===== src/rtl/fpu_add_sequencer.sv =====
// fpu_add_sequencer: queues operand pairs in a 4-deep FIFO, issues one pair
// at a time to an external combinational adder and registers the returned
// sum and NaN flag behind a valid/ready output handshake.
// Optional feature: define FPU_NAN_COUNT_EN to add a saturating 8-bit count
// of NaN results on output nan_count.
module fpu_add_sequencer (
  input  logic        clk,
  input  logic        rst,
  input  logic        in_valid,
  output logic        in_ready,
  input  logic [31:0] in_A,
  input  logic [31:0] in_B,
  output logic [31:0] add_A,
  output logic [31:0] add_B,
  input  logic [31:0] add_Result,
  input  logic        add_NaN_error,
  output logic        out_valid,
  input  logic        out_ready,
  output logic [31:0] out_Result,
  output logic        out_NaN,
  output logic        busy
`ifdef FPU_NAN_COUNT_EN
  ,
  output logic [7:0]  nan_count
`endif
);

  typedef struct packed {
    logic [31:0] a;
    logic [31:0] b;
  } pair_t;

  typedef enum logic [1:0] {IDLE, EVAL, HOLD} state_t;

  state_t      state, state_nxt;
  pair_t       fifo_mem [4];
  logic [1:0]  wr_ptr, rd_ptr;
  logic [2:0]  count;
  logic        push, pop, capture;
  logic        fifo_nempty;

  assign fifo_nempty = (count != 3'd0);
  assign in_ready    = (count < 3'd4) && !rst;
  assign push        = in_valid && in_ready;
  assign busy        = (state != IDLE) || fifo_nempty;

  // State register
  always_ff @(posedge clk or posedge rst) begin
    if (rst) state <= IDLE;
    else     state <= state_nxt;
  end

  // Next-state: one cycle in EVAL for the adder to settle, then HOLD until consumed
  always_comb begin
    state_nxt = state;
    case (state)
      IDLE:    if (fifo_nempty) state_nxt = EVAL;
      EVAL:    state_nxt = HOLD;
      HOLD:    if (out_ready) state_nxt = fifo_nempty ? EVAL : IDLE;
      default: state_nxt = IDLE;
    endcase
  end

  // FSM outputs: pop the head when starting a new evaluation, capture in EVAL
  always_comb begin
    pop     = 1'b0;
    capture = 1'b0;
    case (state)
      IDLE:    pop = fifo_nempty;
      EVAL:    capture = 1'b1;
      HOLD:    pop = out_ready && fifo_nempty;
      default: ;
    endcase
  end

  // FIFO storage; contents are don't-care until written, so no reset needed
  always_ff @(posedge clk) begin
    if (push) fifo_mem[wr_ptr] <= '{a: in_A, b: in_B};
  end

  // FIFO pointers and occupancy; simultaneous push and pop keeps count
  always_ff @(posedge clk or posedge rst) begin
    if (rst) begin
      wr_ptr <= 2'd0;
      rd_ptr <= 2'd0;
      count  <= 3'd0;
    end else begin
      if (push) wr_ptr <= wr_ptr + 2'd1;
      if (pop)  rd_ptr <= rd_ptr + 2'd1;
      count <= count + {2'b00, push} - {2'b00, pop};
    end
  end

  // Issue registers feeding the adder; only a pop changes them
  always_ff @(posedge clk or posedge rst) begin
    if (rst) begin
      add_A <= 32'd0;
      add_B <= 32'd0;
    end else if (pop) begin
      add_A <= fifo_mem[rd_ptr].a;
      add_B <= fifo_mem[rd_ptr].b;
    end
  end

  // Output register: capture in EVAL, drop valid when the consumer takes it
  always_ff @(posedge clk or posedge rst) begin
    if (rst) begin
      out_valid  <= 1'b0;
      out_Result <= 32'd0;
      out_NaN    <= 1'b0;
    end else if (capture) begin
      out_valid  <= 1'b1;
      out_Result <= add_Result;
      out_NaN    <= add_NaN_error;
    end else if (state == HOLD && out_ready) begin
      out_valid  <= 1'b0;
    end
  end

`ifdef FPU_NAN_COUNT_EN
  // Saturating count of NaN results seen at capture
  always_ff @(posedge clk or posedge rst) begin
    if (rst)                                        nan_count <= 8'd0;
    else if (capture && add_NaN_error && nan_count != 8'hff) nan_count <= nan_count + 8'd1;
  end
`endif

endmodule


===== config.mk =====
export PLATFORM = sky130hd
export DESIGN_NAME = fpu_add_sequencer
export DESIGN_NICKNAME = d
export VERILOG_FILES = /design/src/rtl/fpu_add_sequencer.sv
export SDC_FILE = /design/constraint.sdc
export NUM_CORES = 1
export LEC_CHECK = 0
export CORE_UTILIZATION = 34
export DETAILED_ROUTE_END_ITERATION = 7
export PLACE_DENSITY = 0.66
export SKIP_CTS_REPAIR_TIMING = 1
export SLEW_MARGIN = 10
export SYNTH_ARGS = -nofsm -noshare
export SYNTH_HDL_FRONTEND = slang
export SYNTH_SLANG_ARGS = --single-unit

===== constraint.sdc =====
create_clock -name clk -period 7.45 [get_ports clk]
set_input_delay 1.49 -clock clk [delete_from_list [all_inputs] [get_ports clk]]
set_output_delay 1.49 -clock clk [all_outputs]
set_load 0.01 [all_outputs]

# Word-level counts from Yosys, hierarchy flattened

Memory sizes are Yosys's and may differ from the RTL's. A register that Yosys moved wholly into a read port is not among the register bits.
Cells that the tools add are included.

Register bits: 43
Latch bits: 0
RAM bits: 256
Memory bits (read-only): 0
Word-level logic and storage cells: 38
Memories: 1

Memories:

| name     | words | bits a word | rd ports | clocked after Yosys merged registers in | wr ports | line | RTL |
|---|---|---|---|---|---|---|---|
| fifo_mem | 4     | 64          | 1        | 1                                       | 1        | 36   | `pair_t fifo_mem [4];` |

Add/subtract/negate cells: 4
$mul: 0
Div/mod/pow operators: 0
Magnitude comparators: 1
Equality and inequality tests: 4
Shift-type cells: 0
Mux-type cells: 10
Bitwise gates (word level): 0
Reductions and logical operators: 11

Operators by type and width:

| kind                  | count |
|---|---|
| $mux W1               | 6 |
| $pmux W2 S3           | 1 |
| $add A2 B1 Y2 const B | 2 |
| $logic_and A1 B1 Y1   | 4 |
| $mux W2               | 2 |
| $ne A2 B2 Y1 const B  | 2 |
| $reduce_bool A2 Y1    | 2 |
| $add A3 B1 Y3         | 1 |
| $lt A3 B3 Y1 const B  | 1 |
| $reduce_bool A3 Y1    | 1 |
| $sub A3 B1 Y3         | 1 |
| $eq A2 B1 Y1 const B  | 1 |
| $eq A2 B2 Y1 const B  | 1 |
| $logic_not A2 Y1      | 1 |
| $pmux W1 S2           | 1 |
| $reduce_and A2 Y1     | 1 |
| $logic_not A1 Y1      | 1 |
| $logic_or A1 B1 Y1    | 1 |

# Logic depth before layout (Yosys ltp)

Gate-level depths: netlist of the first run.

Depth after elaboration: 5
Depth in mapped cells: 10
Depth with buffers taken out: 9

# Least setup slack after synthesis of the first run

No wires, ideal clock.

Kind: input port to flip-flop
Start: in rst
End: mem fifo_mem[0][0] (netlist name), enable pin
Library setup time: 0.429 ns
Data arrival time: 3.379 ns
Setup slack: 3.642 ns
Stages on the path: 2
Buffers on the path: 0
Cells stage by stage: nor2_1 and3_1

Longest elaborated chain between the ends: 5

RTL lines:

| element                           | line | RTL |
|---|---|---|
| start: declaration                | 8    | `input logic rst,` |
| $logic_not A1 Y1 (no source line) | n/a  |  |
| $logic_and A1 B1 Y1               | 43   | `assign in_ready = (count < 3'd4) && !rst;` |
| $logic_and A1 B1 Y1               | 44   | `assign push = in_valid && in_ready;` |
| $mux W1                           | 78   | `if (push) fifo_mem[wr_ptr] <= '{a: in_A, b: in_B};` |
| $mux W1 (implied by the code)     | 78   |  |
| end: declaration                  | 36   |  |

No other way between the ends.

# Worst setup path in the final report of the first run

Start: in rst
End: out in_ready

Longest elaborated chain between the ends: 2

RTL lines:

| element                           | line | RTL |
|---|---|---|
| $logic_not A1 Y1 (no source line) | n/a  |  |
| $logic_and A1 B1 Y1               | 43   |  |
| end: declaration                  | 10   | `output logic in_ready,` |

No other way between the ends.

==> flow_results.org, run 1 <==
** Status
- Outcome :: finished clean

** Synthesis
- Of the post-synthesis cell area, the dominant cell type holds 0.576.
- Mapped Nets :: 696
- Combinational family with the most area after synthesis :: multiplexers
- A synthesized cell averages 22.7 um^2.
- Synthesis instantiated 25 different standard cells from the library.
- Sequential area share after synthesis :: 0.776
- Portion of netlist area occupied by mux cells :: 0.191
- Of the total synthesized cell area, the portion taken by XOR and XNOR cells is 0.00328.
- Synth area leaders :: edfxtp_1 (58%), dfrtp_1 (20%), mux4_2 (11%)
- Area share of fa/ha/maj cells after synthesis :: 0.00712
- Synthesized instance count :: 588
- Flops & latches, synth :: 363
- In this run the cell area of the synthesized design comes to 13,400 um^2.
- Of all cell types, the one taking the most synthesized area is edfxtp_1.
- Area fraction in compound gates after synthesis :: 0.00131
- Fraction of the mapped netlist area in simple logic gates :: 0.00703
- Yosys Warn Count :: 0

** STA
- The max-slew violation count came to 0.
- Across the routed clock network, the largest skew measured is 0.0145 ns.
- Final Cycle Share :: 0.597
- In the final timing run, aggregate negative setup slack is 0 ns.
- Transition time of the tightest slew-check pin :: 1.08 ns
- Hold timing on the final database bottoms out at a slack of 0.503 ns.
- Worst setup margin :: 3.00 ns
- Setup violations remaining at the end of the flow were counted as 0.
- Setup repair after global routing missed its margin :: no
- Max-slew headroom at the worst pin :: 0.280
- Achievable frequency :: 225 MHz
- The smallest clock period supported by the final layout is computed as 4.45 ns.
- The count of final hold-check violations came to 0.

** Worst setup path
- The worst setup path is launched from a primary input.
- The worst register-to-register path begins at rd_ptr[0]$_DFFE_PP0P_.
- Arrival time reported for the critical path endpoint :: 2.96 ns
- Critical path peak fanout :: 6
- FF-to-FF setup slack :: 4.82 ns
- At the worst endpoint, the required time is 5.96 ns.
- Capturing element type of the critical path :: output pin
- Class of the most critical setup path :: primary input to output pin
- The worst register-to-register path ends at add_B[17]$_DFFE_PP0P_.
- Worst-case reg-to-reg path depth :: 3

** Detailed routing
- Final routed DRC violation total :: 0
- After detailed routing, the average wire length per cell comes to just under 20 um.
- Total number of vias :: 6,324
- Uppermost signal routing layer after detailed routing :: met5
- Wire length reported by the detailed router :: approximately 27 mm
- DR vias/cell :: 4.64
- Routed length on met2 :: 13.1 mm
- DRT met1 WL :: 11.4 mm
- In this run the remaining antenna-violating nets after routing total 0.
- Detailed routing placed a total of 1.51 mm of wire on met3.
- 1st-iter DRT viols :: 276
- The pre-antenna-repair detailed-routing pass consisted of 4 iterations.

** Finish
- Number of fill cells :: roughly 3,300
- At the end of the flow, the number of nets in the layout was 923.
- Area grow syn2layout :: 28.8%
- Layout cells sized above 1 :: 0.278
- Register area :: 10,400 um^2
- Combined area of the multi-input logic cells :: 2820 um^2

** Floorplan
- Measured along the y axis, the die boundary spans 200 um.
- Die Span X :: 200 um
- Placeable Area :: 38,600 um^2
- The die covers about 40,000 um^2.
- Initial cell density of the core :: 0.345
- Core Rows :: about 70
- During I/O placement, the number of pins put on the boundary was roughly 200.

** Clock network
- Counting every sink on the clock net gives 363.
- The number of clock buffers added by TritonCTS is 40.
- CTS H-Tree Depth :: 2
- Clock-pin slew was measured on the worst setup and hold paths at 0.05 ns.
- The clock passes through at most 3 buffers.
- Clock tree from TritonCTS :: built
- For the worst-skew pair, the clock arrives at the later sink with an insertion delay of 0.54 ns.
- The tree is rooted in a clkbuf_16.

** Worst hold path
- Worst min-delay path startpoint :: out_Result[10]$_DFFE_PP0P_
- Path type of the worst min-delay path :: register to register
- Along the worst hold path, the cell count comes to 1.
- The path with the worst hold slack has its endpoint at out_Result[10]$_DFFE_PP0P_.

** Global route
- The via count of the first global-routing pass came to between 6,000 and 7,000.
- Maximum number of pins on one net before global-route repair :: 66
- The initial antenna violation count was 1.
- The first global-routing pass estimated ~41 mm of wire.
- Summed over all layers, the global routing overflow is 0.
- All-layer global routing usage :: 0.137

** Pwr
- Maximum ir drop on the vdd rail :: 248 uV
- Power per cell area :: 399 nW/um^2
- The design draws between 0.006 and 0.007 W.
- In this run the static leakage power is 5.94 nW.

** Placed design
- Routability-driven placement finished with a final weighted congestion of between 0.7 and 0.8.
- Before CTS, the worst setup slack after placement is around 3.0 ns.
- Final HPWL DP :: 15.0 mm
- During placement, the flow inserted port buffers numbering 200.

** Run
- Max-cap violations in this run came to 0.
critical path, stage by stage:
cell and delay [ns]:
clkdlybuf4s50_1 0.47, nor2_1 0.37, clkdlybuf4s50_1 0.63
synthesized netlist by cell type, drive strengths merged:
library cell,n
edfxtp,256
xor2,2
a21oi,2
and2,1
clkbuf,3
buf,21
mux4,64
xnor2,3
mux2,98
nor4b,1
inv,9
nor3,3
nand2,2
ha,6
fa,1
and2b,1
nor2,3
and3,4
a21o,1
dfrtp,107
metal layers:
metal  GRT usage  vias up
li1            -     2821
met5           0        -
met1       0.172     3263
met2       0.228      191
met4      0.0514        2
met3      0.0350       47
flip-flops by register name, indices dropped and copies added, names as in the netlist:
signal and cells:
add_A 32, add_B 32, count 3, fifo_mem 256, out_NaN 1, out_Result 32, out_valid 1, rd_ptr 2
state 2, wr_ptr 2
through the flow:
stage / instances / cell area [um^2] / util
after floorplan: 588 / 13400 / -
after global routing: 1363 / 17200 / 0.445
after CTS: 1363 / 17200 / 0.445
final: 1364 / 17200 / 0.445
after detailed placement: 1291 / 15900 / 0.413
after global placement: 1291 / 15900 / 0.413
cells in the final DEF (no fill, tap or decap):
cell type / count
diode_2: 1
inv_1: 8
clkdlybuf4s50_1: 200
and3_4: 4
inv_6: 1
clkbuf_1: 16
clkinvlp_4: 2
nor2_2: 1
mux2_2: 98
nor2_1: 2
xnor2_1: 3
nor4b_1: 1
dfrtp_4: 2
a21oi_1: 2
nor3_2: 1
nor3_4: 1
ha_1: 6
a21o_1: 1
mux4_2: 64
nor3_1: 1
clkbuf_8: 6
clkinv_1: 2
and2_1: 1
and2b_1: 1
bufinv_16: 1
clkbuf_16: 41
dfrtp_1: 105
xor2_1: 2
clkinv_2: 3
edfxtp_1: 256
buf_4: 9
fa_1: 1
nand2_1: 2
inv_4: 1
cell families (layout without fill, tap and decap cells):
| kind of cell | Yosys count | count (layout) |
|---|---|---|
| buffers and inverters | 33 | 290 |
| adders and majority gates | 7 | 7 |
| and+or+nand+nor | 15 | 15 |
| DFF | 363 | 363 |
| other | 0 | 1 |
| xor gates and xnor gates | 5 | 5 |
| AOI/OAI and AO/OA | 3 | 3 |
| muxes | 162 | 162 |
worst max path at each step:
stage                                      end  startpoint  cells after the start  slack [ns]
final                                 in_ready         rst                      3        3.00
after global routing                  in_ready         rst                      3        2.91
after CTS                             in_ready         rst                      3        3.02
after detailed placement              in_ready         rst                      3        3.02
after global placement                in_ready         rst                      3        3.05
after floorplan           add_A[0]$_DFFE_PP0P_         rst                      1        3.14
power breakdown:
| part | total, W | internal [W] | switching (W) | leakage (nW) |
|---|---|---|---|---|
| Sequential | 0.00295 | 0.00260 | 0.000349 | 3.56 |
| Combinational | 0.00205 | 0.00128 | 0.000762 | 1.78 |
| Clock | 0.00186 | 0.00111 | 0.000750 | 0.601 |
| Total | 0.00685 | 0.00499 | 0.00186 | 5.94 |
final cells by class:
class | count | share of cell area
tap | 518 | 0.0377
inverter | 9 | 0.00211
clock buffer | 63 | 0.0680
timing repair buffer | 209 | 0.120
sequential | 363 | 0.603
antenna | 1 | 0.000146
clock inverter | 9 | 0.00444
multi-input combinational | 192 | 0.164
No activity file was read; power rests on OpenSTA's default activity.
==> inputs of run 2 (changes only) <==
--- a/config.mk
+++ b/config.mk
@@ -7,7 +7,7 @@
 export LEC_CHECK = 0
 export CORE_UTILIZATION = 34
 export DETAILED_ROUTE_END_ITERATION = 7
-export PLACE_DENSITY = 0.66
+export PLACE_DENSITY = 0.68
 export SKIP_CTS_REPAIR_TIMING = 1
 export SLEW_MARGIN = 10
 export SYNTH_ARGS = -nofsm -noshare
==> constraint.sdc (replaced) <==
create_clock -name clk -period 4 [get_ports clk]
set_input_delay 0.8 -clock clk [delete_from_list [all_inputs] [get_ports clk]]
set_output_delay 0.8 -clock clk [all_outputs]
set_load 0.01 [all_outputs]
==> run 2 against run 1 <==
Sequential share of layout area shrank 0.67 points. Critical path depth is the same. Routed wire length shrank 3.8%. Clock skew grew 0.0034 ns. Largest power group unchanged. Total power grew 90%.
==> flow_results.org, run 2 (synthesis gave the netlist of run 1 again) <==
** Global route
- The largest net degree at the start of global routing was 66 (unchanged).
- The global-route met2 utilization is 0.220 (was 0.228).
- The aggregate global-route resource usage came to 0.132 (was 0.137).
- Met1 global-route usage :: 0.168 (was 0.172)
- The most heavily used metal layer in global routing is met2 (unchanged).
- The first-pass GRT wire length was 40.5 mm (was 41.4 mm).
- Overall overflow remaining after global route :: 0 (unchanged)
- The initial antenna violation count was 2 (was 1).
- Met3 Resource Use GR :: 0.0355 (was 0.0350)
- Vias in the first global route :: 6,942 (was 6,981)

** STA
- Max-slew headroom at the worst pin :: 0.295 (was 0.280)
- Setup repair after global routing missed its margin :: no (unchanged)
- Sum of negative setup slack :: 0 ns (unchanged)
- The max-slew violation count is 0 (unchanged).
- Of the available clock period, the critical path in the final layout requires 0.763.
- Final period demand of the worst path :: around 3 ns
- Final Skew :: 0.0179 ns (was 0.0145 ns)
- Final setup vio count :: 0 (unchanged)
- Worst setup margin :: 0.949 ns (was 3.00 ns)
- Based on the critical path, the design can be clocked at up to 328 MHz.
- Fin. Hold Viols :: 0 (unchanged)
- The actual slew at the worst max-slew pin is 1.06 ns (was 1.08 ns).

** Floorplan
- The effective utilization at floorplan is 0.345 (unchanged).
- Placeable Area :: 38,600 um^2 (unchanged)
- Core Rows :: 72 (unchanged)
- Boundary Pins :: 201 (unchanged)
- The floorplan die width came to 200 um (unchanged).
- Die area :: 40,100 um^2 (unchanged)
- The die extent in y is 200 um (unchanged).

** Detailed routing
- The number of routed nets with antenna violations is 0 (unchanged).
- The via density per instance came to 4.63 (was 4.64).
- The average wire per cell in the routed design was 18.8 um (was 19.5 um).
- 1st-iter DRT viols :: 230 (was 276)
- Final routed DRC violation total :: 0 (unchanged)
- The number of vias after detailed routing was 6,323 (was 6,324).
- The sum of routed wire length over all layers was 25.6 mm (was 26.6 mm).
- The iteration count of the initial detailed-routing pass is 4 (unchanged).

** Pwr
- The highest ir drop seen on vdd was 408 uV (was 248 uV).
- Standby leakage power :: 6.01 nW (was 5.94 nW)
- The power per standard cell area came to 748 nW/um^2 (was 399 nW/um^2).

** Worst setup path
- The critical register-to-register path startpoint was count[2]$_DFF_PP0_ (was rd_ptr[0]$_DFFE_PP0P_).
- The arrival time of data at the critical path endpoint is 2.25 ns (was 2.96 ns).
- The classification of the worst setup path is primary input to output pin (unchanged).
- Critical path peak fanout :: 6 (unchanged)
- The worst endpoint required time is 3.20 ns (was 5.96 ns).
- The kind of launch point of the worst setup path is a primary input (unchanged).
- Critical Path Stages :: 3 (unchanged)
- Worst-case reg-to-reg path depth :: 9 (was 3)
- Number of buffer and inverter stages on the critical path :: 2 (unchanged)
- Worst-path cell chain :: clkdlybuf4s50_1 > nor2_1 > clkdlybuf4s50_1 (unchanged)
- The element type at the critical path end was an output pin (unchanged).
- Critical path's top delay family :: buffers and inverters (unchanged)
- FF-to-FF setup slack :: 1.62 ns (was 4.82 ns)
- Slowest CP cell :: clkdlybuf4s50_1 (unchanged)
- Largest incremental delay on the critical path :: 0.62 ns (was 0.63 ns)
- Worst R2R End :: count[2]$_DFF_PP0_ (was add_B[17]$_DFFE_PP0P_)
- Worst path most repeated cell :: clkdlybuf4s50_1 (unchanged)

** Finish
- The final net count was 923 (unchanged).
- Number of antenna diodes :: 0 (was 1)
- The share of the core filled with cells is 0.450 (was 0.445).
- The share of post-route cells with drive strength above 1 came to 0.293 (was 0.278).
- The number of flip-flops under the largest register name is 256 (unchanged).
- Area grow syn2layout :: 30.2% (was 28.8%)
- The most common library cell in the layout ignoring fill and taps is edfxtp_1 (unchanged).
- Commonest cells after routing, fill and taps aside :: edfxtp_1 (256), clkdlybuf4s50_1 (200), dfrtp_1 (105) (unchanged)
- Largest register by flop count :: fifo_mem (unchanged)

** Clock network
- The clock transition time at the flip-flop clock pins of the worst setup and hold paths came to 0.06 ns (was 0.05 ns).
- Worst skew pair latency :: 0.54 ns (about the same)
- CTS H-Tree Depth :: 2 (unchanged)
- CTS root buffer :: clkbuf_16 (unchanged)
- The clock sink total is 363 (unchanged).
- The clock tree from TritonCTS is built (unchanged).
- The worst-case clock buffer depth came to 3 (unchanged).
- Clock buffer count from CTS :: 40 (unchanged)

** Placed design
- Count of port buffers added during placement :: 200 (unchanged)
- Dpl ws :: 0.771 ns (was 3.02 ns)
- The weighted congestion reported at the end of routability-driven placement was 0.710 (was 0.707).
- Final HPWL DP :: 15.1 mm (was 15.0 mm)

** Run
- Number of max-cap violations :: 0 (unchanged)

** Worst hold path
- End point of the worst hold path :: out_Result[30]$_DFFE_PP0P_ (was out_Result[10]$_DFFE_PP0P_)
- The worst min-delay path startpoint is out_Result[30]$_DFFE_PP0P_ (was out_Result[10]$_DFFE_PP0P_).
- Depth of the worst hold-timing path :: 1 (unchanged)
- Path type of the worst min-delay path :: register to register (unchanged)

** Status
- Outcome :: finished clean (unchanged)
## run 2: layout make-up
cell class              count  area [um^2]
multi-input cells         192         2820
clock inverters            24          263
inverters                   9         36.3
repair buffers            209         2160
clock buffers              50         1090
well taps                 518          648
flip-flops and latches    363        10400
fillers                  3262        21300
## run 2: where the power goes
group | total, W | internal [W] | switching, W
Clock | 0.00370 | 0.00222 | 0.00148
Sequential | 0.00542 | 0.00484 | 0.000580
Combinational | 0.00389 | 0.00243 | 0.00146
## run 2: worst register-to-register path: stages (launching register included)
cell     delay [ns]
dfrtp_1        0.42
nor2_1         0.38
and2_1         0.25
inv_1          0.06
ha_1           0.27
inv_1          0.04
ha_1           0.19
fa_1           0.39
xnor2_1        0.18
xnor2_1        0.13
## run 2: per-layer routing
metal / vias to the layer above / part of all wire / wire, um
met5: - / 0.0011 / 27
met4: 4 / 0.019 / 494
met3: 42 / 0.064 / 1650
met2: 187 / 0.49 / 12500
met1: 3268 / 0.43 / 11000
li1: 2822 / - / -
## run 2: worst max-delay path by stage
stage,startpoint,end
after global routing,rst,in_ready
after floorplan,rst,add_A[0]$_DFFE_PP0P_
after detailed placement,rst,count[2]$_DFF_PP0_
after global placement,rst,count[2]$_DFF_PP0_
final,rst,in_ready
after CTS,rst,in_ready
## run 2: per-stage QoR
step                      power (W)  std cells  area (um^2)  hold WS, ns
final                        0.0130       1365        17400        0.503
after global placement      0.00941       1291        16000        0.489
after global routing         0.0137       1365        17400        0.517
after floorplan             0.00775        588        13400        0.495
after CTS                    0.0133       1365        17400        0.508
after detailed placement    0.00949       1291        16000        0.495
==> inputs of run 3 (changes only) <==
--- a/config.mk
+++ b/config.mk
@@ -7,7 +7,7 @@
 export LEC_CHECK = 0
 export CORE_UTILIZATION = 34
 export DETAILED_ROUTE_END_ITERATION = 7
-export PLACE_DENSITY = 0.68
+export PLACE_DENSITY = 0.66
 export SKIP_CTS_REPAIR_TIMING = 1
 export SLEW_MARGIN = 10
 export SYNTH_ARGS = -nofsm -noshare
==> constraint.sdc (replaced) <==
create_clock -name clk -period 3.15 [get_ports clk]
set_input_delay 0.63 -clock clk [delete_from_list [all_inputs] [get_ports clk]]
set_output_delay 0.63 -clock clk [all_outputs]
set_load 0.01 [all_outputs]
==> run 3 against run 2 <==
Global-route usage grew 0.39 points. Count of clock-buffer cells in the layout grew 4. Highest routed layer is now met4. Cell count is 0.22% higher. Hold slack got worse by 0.0011 ns. Largest power group unchanged. Sequential power grew 25%. Clock skew decreased by 0.0013 ns.
==> flow_results.org, run 3 (synthesis gave the netlist of run 1 again) <==
** Status
- Outcome: finished clean (unchanged).

** STA
- Worst hold slack across all endpoints :: 0.501 ns (was 0.503 ns)
- The count of final hold-check violations came to 0 (unchanged).
- The final clock skew came to 0.0166 ns (was 0.0179 ns).
- Max-slew headroom at the worst pin :: 0.622 (was 0.295)
- The aggregate negative setup slack came to 0 ns (unchanged).
- Final setup vio count :: 0 (unchanged)
- Transition time of the tightest slew-check pin :: 0.568 ns (was 1.06 ns)
- Achievable frequency :: between 300 and 400 MHz
- In the finished design, the share of the clock period the worst path needs comes to 0.808.
- The final worst slack was 0.604 ns (was 0.949 ns).
- Setup repair after global routing missed its margin :: no (unchanged)
- The max-slew violation count came to 0 (unchanged).
- Final period demand of the worst path :: 2.55 ns

** Pwr
- The leakage power was 6.00 nW (was 6.01 nW).
- Power per cell area :: 945 nW/um^2 (was 748 nW/um^2)
- Sum of internal, switching and leakage power :: 0.0164 W (was 0.0130 W)
- Maximum ir drop on the vdd rail :: 528 uV (was 408 uV)

** Finish
- The most flop-heavy register was fifo_mem (unchanged).
- The most common library cell in the layout ignoring fill and taps is edfxtp_1 (unchanged).
- Area grow syn2layout :: 30.1% (was 30.2%)
- Commonest cells after routing, fill and taps aside: edfxtp_1 (256), clkdlybuf4s50_1 (200), dfrtp_1 (105) (unchanged).
- Layout cells sized above 1 :: 0.280 (was 0.293)
- The final net count came to 926 (was 923).
- Post-layout util :: 0.449 (was 0.450)
- The number of flip-flops under the largest register name was 256 (unchanged).

** Placed design
- The worst setup timing slack at the placement stage is 0.393 ns (was 0.771 ns).
- Final HPWL DP :: 14.4 mm (was 15.1 mm)
- The weighted congestion reported at the end of routability-driven placement is 0.711 (was 0.710).
- The count of input and output buffers came to 200 (unchanged).

** Worst setup path
- The arrival time of data at the critical path endpoint was 1.92 ns (was 2.25 ns).
- Critical path's top delay family :: buffers and inverters (unchanged)
- Critical path peak fanout :: 5 (was 6)
- The element type at the critical path end is an output pin (unchanged).
- The delay of the slowest cell on the worst path is 0.54 ns (was 0.62 ns).
- Worst-path cell chain :: clkdlybuf4s50_1 > nor2_1 > buf_4 > clkdlybuf4s50_1 (was clkdlybuf4s50_1 > nor2_1 > clkdlybuf4s50_1)
- Worst-case reg-to-reg path depth :: 8 (was 9)
- The cell with the largest stage delay on the worst path was clkdlybuf4s50_1 (unchanged).
- Startpoint Class :: primary input (unchanged)
- The most used cell along the critical path is clkdlybuf4s50_1 (unchanged).
- Number of buffer and inverter stages on the critical path :: 3 (was 2)
- Worst flop-to-flop path startpoint :: count[0]$_DFF_PP0_ (was count[2]$_DFF_PP0_)
- Worst R2R End :: count[2]$_DFF_PP0_ (unchanged)
- The source of the critical timing path is rst (unchanged).
- Class of the most critical setup path :: primary input to output pin (unchanged)
- The worst endpoint required time came to 2.52 ns (was 3.20 ns).
- FF-to-FF setup slack :: 1.06 ns (was 1.62 ns)

** Clock network
- The insertion delay of the later-clocked pin in the worst-skew pair came to 0.55 ns (was 0.54 ns).
- TritonCTS sink count :: 363 (unchanged)
- CTS root buffer :: clkbuf_16 (unchanged)
- CTS H-Tree Depth :: 2 (unchanged)
- Clock buffer count from CTS :: 40 (unchanged)
- The clock transition time at the flip-flop clock pins of the worst setup and hold paths was 0.06 ns (about the same).
- CTS Buffer Depth :: 3 (unchanged)
- The clock tree from TritonCTS was built (unchanged).

** Global route
- Wire length of the first global-routing pass :: 41.5 mm (was 40.5 mm)
- Maximum number of pins on one net before global-route repair :: 66 (unchanged)
- The global route total overflow was 0 (unchanged).
- All-layer global routing usage :: 0.136 (was 0.132)
- The via count of the first global-routing pass came to 6,928 (was 6,942).
- Initial antenna violation count :: 0 (was 2)

** Detailed routing
- DR vias/cell :: 4.67 (was 4.63)
- Wire per inst :: 19.1 um (was 18.8 um)
- The DRC marker count from the first detailed-route iteration came to 295 (was 230).
- Final routed DRC violation total :: 0 (unchanged)
- Final ANT Viol Nets :: 0 (unchanged)
- Total number of vias :: 6,385 (was 6,323)
- The iteration count of the initial detailed-routing pass is 4 (unchanged).
- Wire length reported by the detailed router :: 26.1 mm (was 25.6 mm)

** Floorplan
- The row count is 72 (unchanged).
- The area of the core region was 38,600 um^2 (unchanged).
- Die area :: 40,100 um^2 (unchanged)
- The I/O pin count is 201 (unchanged).
- Die Span Y :: 200 um (unchanged)
- The effective utilization at floorplan was 0.345 (unchanged).
- Die Span X :: 200 um (unchanged)

** Worst hold path
- Worst min-delay path startpoint :: out_Result[18]$_DFFE_PP0P_ (was out_Result[30]$_DFFE_PP0P_)
- The cell depth of the worst hold path was 1 (unchanged).
- Path type of the worst min-delay path :: register to register (unchanged)
- The hold-critical path endpoint was out_Result[18]$_DFFE_PP0P_ (was out_Result[30]$_DFFE_PP0P_).

** Run
- Number of max-cap violations :: 0 (unchanged)
-- run 3: changes by cell type in the layout (fill, tap and decap cells not counted) --
cell        before  now
clkinvlp_4       6    2
clkinv_4         3    1
diode_2          0    1
inv_4            1    0
clkinv_1         1    6
inv_8            1    0
clkinvlp_2       1    0
clkbuf_1         6   13
inv_6            3    1
clkbuf_8         3    1
clkbuf_16       41   40
buf_12           7   10
clkinv_8         0    1
-- run 3: worst reg2reg max path: cells and delay by family (launching register included) --
kind | cells | cell delay, ns
buf+inv | 1 | 0.04
simple gates | 2 | 0.46
xor+xnor | 2 | 0.26
fa+ha+maj | 3 | 0.84
flops | 1 | 0.39
-- run 3: area by class of cell --
| class | count | area (um^2) |
|---|---|---|
| tap | 518 | 648 |
| sequential | 363 | 10400 |
| timing repair buffer | 212 | 2220 |
| antenna | 1 | 2.50 |
| multi-input combinational | 192 | 2820 |
| fill | 3312 | 21300 |
| clock buffer | 54 | 1060 |
| clock inverter | 19 | 209 |
| inverter | 9 | 37.5 |
-- run 3: where the power goes --
part	leakage, nW	internal (W)	switching (W)	total [W]
logic	1.82	0.00313	0.00196	0.00509
clock network	0.617	0.00271	0.00181	0.00451
registers	3.56	0.00615	0.000656	0.00680
total	6.00	0.0120	0.00443	0.0164
-- run 3: metrics by stage --
stage          area [um^2]  cells
2_1_floorplan        13400    588
3_3_place_gp         16100   1294
3_5_place_dp         16100   1294
4_1_cts              17400   1367
5_1_grt              17400   1367
6_report             17400   1368
-- run 3: worst max-delay path by stage --
stage	end	slack [ns]	cells past startpoint
floorplan	fifo_mem[0][0]$_DFFE_PP_	0.20	2
global placement	count[2]$_DFF_PP0_	0.39	10
detailed placement	count[2]$_DFF_PP0_	0.39	10
CTS	busy	0.56	3
global route	busy	0.47	3
finish	in_ready	0.60	4
-- run 3: routing by layer --
metal | vias up | part of all wire | track usage
li1 | 2827 | - | -
met5 | - | 0 | 0
met2 | 171 | 0.50 | 0.225
met4 | 0 | 0.025 | 0.0516
met1 | 3346 | 0.42 | 0.171
met3 | 41 | 0.056 | 0.0343
==> patch (flow settings as in run 3) <==
Add a define of `FPU_NAN_COUNT_EN`.
--- a/src/rtl/fpu_add_sequencer.sv
+++ b/src/rtl/fpu_add_sequencer.sv
@@ -4,4 +4,6 @@
 // Optional feature: define FPU_NAN_COUNT_EN to add a saturating 8-bit count
 // of NaN results on output nan_count.
+`define FPU_NAN_COUNT_EN
+
 module fpu_add_sequencer (
   input  logic        clk,
Behaviour (old outputs only; new: nan_count): same outputs for any inputs over 4 cycles, from zero or initial values and one cycle with rst high; that may be too few to reach the edited logic, so the function may still have changed.
==> patch against run 3 <==
Worst setup slack better by 0.013 ns. Synthesized area is 3.3% higher. Sequential cell count is 8 higher. Sequential power is 2% higher. Register-to-register slack worse by 0.05 ns. Cell area is 3.8% higher. Clock skew is 0.0025 ns higher. Power is 3.9% higher. Wire length is 8.2% higher. Die area is 3.3% higher. Synthesized cell count is 19% higher. Critical path depth stayed put. Critical path type unchanged. Critical endpoint unchanged. Largest cell class unchanged.
==> patch: results <==
[run_status]
status = finished, final reports clean

[global_route]
grt_pass1_vias = 7550
groute.usage.overall = 0.141

[final_layout]
multi_input_gates = 289
multi_input_area_um2 = 3050
multi_input_area_share = 0.169
final_layout_size_suffix_gt1_frac = 0.230
sh_seq_area = 0.586
final_nets = 1049

[routing]
drt-pass1-iter-count = 5
dr.first_iter.drc_count = 285
vias_per_cell = 4.68
routed_wl_um = 28200

[placement]
place.gp.congestion = 0.731
place_area_um2 = 16700
dpl.hpwl_um = 17200
place_inst = 1422

[power_and_ir_drop]
power_leakage_nw = 6.45
vdd_drop_max_v = 0.000485

[setup_path]
cp.arrival_ns = 1.90

[logic_synthesis]
synthArstFlopShare = 0.310
ys_seq_area_frac = 0.766
synth.mux.area_fraction = 0.162

[worst_hold_path]
hp-class = primary input to async pin

[floorplan]
die-area_um2 = 41400
## patch: through the flow
step | setup slack (ns) | hold WS (ns)
2_1_floorplan | 0.202 | 0.485
3_3_place_gp | 0.358 | 0.458
3_5_place_dp | 0.356 | 0.461
4_1_cts | 0.561 | 0.418
5_1_grt | 0.504 | 0.448
6_report | 0.617 | 0.441
## patch: power by group through the flow
stage	Combinational (mW)	Sequential, mW	Clock [mW]
finish	5.30	6.93	4.81
global route	5.80	7.08	5.14
CTS	5.45	6.96	4.97
detailed placement	5.44	7.06	0
global placement	5.37	7.02	0
floorplan	2.98	7.11	0
## patch: per-layer routing
layer  GRT usage  up-vias  part of all wire
met5           0        -                 0
met4      0.0559        0             0.026
met3      0.0268       48             0.044
met2       0.233      169              0.49
met1       0.183     3613              0.44
li1            -     3166                 -
## patch: critical path: stages
cell and delay, ns:
clkdlybuf4s50_1 0.46, nor2_1 0.13, buf_4 0.15, clkdlybuf4s50_1 0.53
